### src/rtl/df_addr_seq.sv
// Address sequencer: emits base..base+len-1 (mod 2^ADDR_W) for reps+1 passes
// over a valid/ready handshake, then pulses done for one cycle.
module df_addr_seq #(
  parameter int ADDR_W = 3,
  parameter int LEN_W  = 4,
  parameter int REP_W  = 4
) (
  input  logic              clk,
  input  logic              reset,
  input  logic              start,
  input  logic              clr,
  input  logic [LEN_W-1:0]  len,
  input  logic [ADDR_W-1:0] base,
  input  logic [REP_W-1:0]  reps,
  input  logic              out_ready,
  output logic [ADDR_W-1:0] addr,
  output logic              addr_vld,
  output logic              last,
  output logic              rep_last,
  output logic              busy,
  output logic              done
);

  typedef enum logic [1:0] {IDLE, RUN, DONE} state_t;

  state_t             state, state_d;
  logic [LEN_W-1:0]   idx, idx_d, idx_inc;
  logic [REP_W-1:0]   rep_cnt, rep_cnt_d, rep_inc;
  logic [LEN_W-1:0]   len_q, len_d;
  logic [ADDR_W-1:0]  base_q, base_d;
  logic [REP_W-1:0]   reps_q, reps_d;
  logic [ADDR_W-1:0]  addr_d;
  logic               addr_vld_d, last_d, rep_last_d, busy_d, done_d;

  always_comb begin
    state_d    = state;
    idx_d      = idx;
    rep_cnt_d  = rep_cnt;
    len_d      = len_q;
    base_d     = base_q;
    reps_d     = reps_q;
    addr_d     = addr;
    addr_vld_d = 1'b0;
    last_d     = 1'b0;
    rep_last_d = 1'b0;
    busy_d     = 1'b0;
    done_d     = 1'b0;
    idx_inc    = idx + 1'b1;
    rep_inc    = rep_cnt + 1'b1;

    if (clr) begin
      state_d = IDLE;
    end else begin
      case (state)
        IDLE: begin
          if (start && (len != '0)) begin
            state_d    = RUN;
            len_d      = len;
            base_d     = base;
            reps_d     = reps;
            idx_d      = '0;
            rep_cnt_d  = '0;
            addr_d     = base;
            addr_vld_d = 1'b1;
            busy_d     = 1'b1;
            last_d     = (len == LEN_W'(1));
            rep_last_d = (reps == '0);
          end else if (start) begin
            state_d = DONE;
            done_d  = 1'b1;
          end
        end
        RUN: begin
          addr_vld_d = 1'b1;
          busy_d     = 1'b1;
          last_d     = last;
          rep_last_d = rep_last;
          if (out_ready) begin
            if (last && rep_last) begin
              state_d    = DONE;
              done_d     = 1'b1;
              addr_vld_d = 1'b0;
              busy_d     = 1'b0;
              last_d     = 1'b0;
              rep_last_d = 1'b0;
            end else if (last) begin
              // Next pass restarts at base with no bubble.
              idx_d      = '0;
              rep_cnt_d  = rep_inc;
              addr_d     = base_q;
              last_d     = (len_q == LEN_W'(1));
              rep_last_d = (rep_inc == reps_q);
            end else begin
              idx_d      = idx_inc;
              addr_d     = base_q + idx_inc[ADDR_W-1:0];
              last_d     = (idx_inc == len_q - LEN_W'(1));
            end
          end
        end
        DONE: state_d = IDLE;
        default: state_d = IDLE;
      endcase
    end
  end

  always_ff @(posedge clk) begin
    if (reset) begin
      state    <= IDLE;
      idx      <= '0;
      rep_cnt  <= '0;
      addr     <= '0;
      addr_vld <= 1'b0;
      last     <= 1'b0;
      rep_last <= 1'b0;
      busy     <= 1'b0;
      done     <= 1'b0;
    end else begin
      state    <= state_d;
      idx      <= idx_d;
      rep_cnt  <= rep_cnt_d;
      addr     <= addr_d;
      addr_vld <= addr_vld_d;
      last     <= last_d;
      rep_last <= rep_last_d;
      busy     <= busy_d;
      done     <= done_d;
    end
  end

  // Sequence parameters are held from the accepted start until the next one.
  always_ff @(posedge clk) begin
    len_q  <= len_d;
    base_q <= base_d;
    reps_q <= reps_d;
  end

endmodule

### config.mk
export PLATFORM = sky130hd
export DESIGN_NAME = df_addr_seq
export DESIGN_NICKNAME = d
export VERILOG_FILES = /design/src/rtl/df_addr_seq.sv
export SDC_FILE = /design/constraint.sdc
export NUM_CORES = 1
export LEC_CHECK = 0
export BUFFER_PORTS_ARGS = -buffer_cell sky130_fd_sc_hd__buf_4
export CAP_MARGIN = 20
export CORE_UTILIZATION = 50
export CTS_BUF_LIST = sky130_fd_sc_hd__clkbuf_16
export CTS_CLUSTER_SIZE = 20
export DETAILED_ROUTE_END_ITERATION = 12
export MAX_ROUTING_LAYER = met4
export PLACE_DENSITY_LB_ADDON = 0.08
export SYNTH_ARGS = -nofsm -noshare
export SYNTH_HDL_FRONTEND = slang
export SYNTH_SLANG_ARGS = --single-unit
### constraint.sdc
create_clock -name clk -period 1.8 [get_ports clk]
set_input_delay 0.09 -clock clk [delete_from_list [all_inputs] [get_ports clk]]
set_output_delay 0.09 -clock clk [all_outputs]
set_load 0.01 [all_outputs]
==> flow_summary.yaml <==
sta:
  worst_slew_pin_slew_ns: 0.5365
  setup_ws_ns: 0.1193
  period_minus_slack_ns: 1.681
  hold_viol: 0
  setup_viol: 0
  tns_ns: 0
  rsz0062_at_grt: "no"
  skew_ns: 0.003903
  drv_slew: 0
  timing.fmax_ghz: 0.5950
  slew_headroom_pct: 63.90
  timing.final.crit_share_pct: 93.37
clock_network:
  post_cts_buffers: 0
  clkSinkCount: 28
  cts_tree: "done"
  h-tree-depth: 1
  clk_path_buf_depth: 2
  cts_buffers: 3
  cts-root-buf: "clkbuf_16"
  clkLatencyLatePin_ns: 0.26
  clk_pin_slew_ns: 0.07
synthesis:
  ys_warn_count: 0
  syn-instance-count: 152
  synth_edf_count: 11
  yosysSeqAreaShare_pct: 44.26
  synth_area_mm2: 0.001515
  yosys_most_used_dff: "dfxtp_1"
  ys_ff_latch: 28
  syn_nets: 174
  ys_types: 47
  synthArstFlopShare_pct: 0
  syn_area_per_cell_um2: 9.968
pwr:
  combPwrFrac_pct: 11.2
  ir_drop_mv: 0.5182
  powerDensity_mw_per_mm2: 788.6
  p_sw_mw: 0.3151
  power.share.sequential_pct: 45.4
  swShare_pct: 20.74
  internal_power_mw: 1.204
  p_leak_nw: 0.7398
  pwr-share-clk_pct: 43.3
route:
  drt_drc_violations_left: 2
  viasPerCell: 5.856
  vias: 1265
  drt-total-wl_um: 3395
  drtIter0Drc: 50
  antenna_left: 0
  wire_per_inst_um: 15.72
  first_pass_iters: 8
worst_setup_path:
  crit_end: "last"
  crit_chain: "inv_1, ha_1, xor2_1, o21ai_0, or4b_1, o22ai_1"
  worst-path-max-fanout: 2
  worst-path-buf-inv: 1
  crit_family: "simple AND/OR/NAND/NOR gates"
  endpoint_kind: "flop"
  cp.depth: 6
  rr_startpoint: "len_q[1]"
  worstPathArrival_ns: 1.87
  r2r_end: "last"
  cpPeakStageDelay_ns: 0.49
  cp_data_required_time_ns: 1.99
  crit_start: "len_q[1]"
  critPathSlowestCell: "or4b_1"
  r2r_cells: 6
  regToRegSetupSlack_ns: 0.12
  start_kind: "flop"
  criticalPathCategory: "reg -> reg"
placed_design:
  post-place-ws_ns: 0.02496
  gp_congestion: 0.8913
  placedCellCount: 212
  io_buffers: 23
  dpl.hpwl_um: 2551
job:
  drv_cap: 0
cells_and_area:
  final_cells: 216
  areaGrowthSynthToFinish_pct: 27.17
  num_antenna_cells: 0
  layout.nets: 208
  nFillCells: 221
  layout_common_cells: "buf_4, dfxtp_1, edfxtp_1, nand2_1"
  final_common_cell: "buf_4"
  drive_above_1_share_pct: 27.57
global_route:
  grt_pass1_vias: 1263
  antenna_found_initial: 0
  grt_start_max_net_pins: 17
  grt_pass1_wl_um: 5575
  grt_overflow: 0
  track_usage_pct: 23.19
floorplanning:
  core_area_mm2: 0.002805
  ios: 24
  die_area_mm2: 0.003255
  fp.dieW_um: 57.05
  dieHeight_um: 57.05
  start_util_pct: 54.01
  rows: 19
status:
  status: "finished with violations"
  violations: "design-rule violations"
worst_hold_path:
  min_path_type: "in -> reg"
-- synth_stat cells (2+ instances only) --
cell | instances | area, um^2
dfxtp_1 | 17 | 340.3
edfxtp_1 | 11 | 330.3
nand2_1 | 10 | 37.54
nand3_1 | 8 | 40.04
nor2_1 | 8 | 30.03
xnor2_1 | 8 | 70.07
a21oi_1 | 7 | 35.03
inv_1 | 6 | 22.52
xor2_1 | 6 | 52.55
ha_1 | 5 | 62.56
nor4_1 | 5 | 31.28
clkbuf_1 | 4 | 15.01
o211ai_1 | 4 | 30.03
mux2i_1 | 3 | 30.03
nand2b_1 | 3 | 18.77
nor2b_1 | 3 | 18.77
nor3_1 | 3 | 15.01
o21a_1 | 3 | 22.52
o21ai_0 | 3 | 15.01
a21boi_0 | 2 | 15.01
a31oi_1 | 2 | 12.51
and3_1 | 2 | 12.51
nand4_1 | 2 | 12.51
nor3b_1 | 2 | 15.01
o221ai_1 | 2 | 17.52
o22ai_1 | 2 | 12.51
-- area by class of cell --
class	instances	area, um^2	area share, %
Clock buffer	3	75.07	3.896
Clock inverter	1	30.03	1.558
Tap cell	31	38.79	2.013
Timing Repair Buffer	35	275.3	14.29
Multi-Input combinational cell	111	805.8	41.82
Sequential cell	28	675.6	35.06
Inverter	7	26.28	1.364
-- timing repair --
item / in CTS / in global routing
resized for setup: 0 / 5
hold buffers: 0 / 0
setup endpoints to repair: 0 / 1
hold endpoints to repair: 0 / 0
-- sequential cells by signal, summed over array words and instances (netlist names) --
signal / count
addr: 3
base_q: 3
busy: 1
done: 1
idx: 4
last: 1
len_q: 4
rep_cnt: 4
rep_last: 1
reps_q: 4
state: 2
-- power by group through the flow --
stage                     Sequential, mW  Combinational, mW  Clock (mW)
after floorplan                    0.707             0.0844           0
after global placement             0.705              0.164           0
after detailed placement           0.706              0.168           0
after CTS                          0.691              0.169       0.666
after global routing               0.692              0.186       0.689
final                              0.690              0.171       0.658
-- worst register-to-register path, stage by stage, from the launching register on --
cell and delay (ns):
edfxtp_1 0.39, inv_1 0.09, ha_1 0.25, xor2_1 0.17
o21ai_0 0.10, or4b_1 0.49, o22ai_1 0.13
-- cells by family after synthesis --
family	Yosys count	share of synthesized area, %
AO/OA/AOI/OAI	30	13.54
buffers and inverters	13	3.550
XOR/XNOR	15	9.166
flip-flops	28	44.26
multiplexers	4	2.725
adder cells (fa/ha/maj)	6	5.450
AND/OR/NAND/NOR	56	21.31
-- per-stage QoR --
| step | util, % | hold WS (ns) | total power, mW | instance area [um^2] |
|---|---|---|---|---|
| after floorplan | - | 0.1889 | 0.7914 | 1515 |
| after global placement | 64.23 | 0.2778 | 0.8692 | 1802 |
| after detailed placement | 64.23 | 0.2798 | 0.8736 | 1802 |
| after CTS | 67.98 | 0.005694 | 1.526 | 1907 |
| after global routing | 68.69 | 0.003490 | 1.567 | 1927 |
| final | 68.69 | 0.006241 | 1.519 | 1927 |
-- per-layer routing --
metal / vias up / global-route usage, % / wire, um
li1: 630 / - / -
met1: 592 / 28.51 / 1491
met2: 37 / 38.49 / 1699
met3: 6 / 3.855 / 152
met4: 0 / 8.362 / 52
met5: - / - / 0
-- how the worst min path moves through the flow --
| stage | startpoint | endpoint | slack [ns] | depth (start not counted) |
|---|---|---|---|---|
| after floorplan | base[0] | base_q[0] | 0.19 | 0 |
| after global placement | base[1] | base_q[1] | 0.28 | 1 |
| after detailed placement | base[0] | base_q[0] | 0.28 | 1 |
| after CTS | base[0] | base_q[0] | 0.006 | 1 |
| after global routing | reps[2] | reps_q[2] | 0.003 | 1 |
| final | reps[0] | reps_q[0] | 0.006 | 1 |
Note: power is estimated with default switching activity, not from simulation.
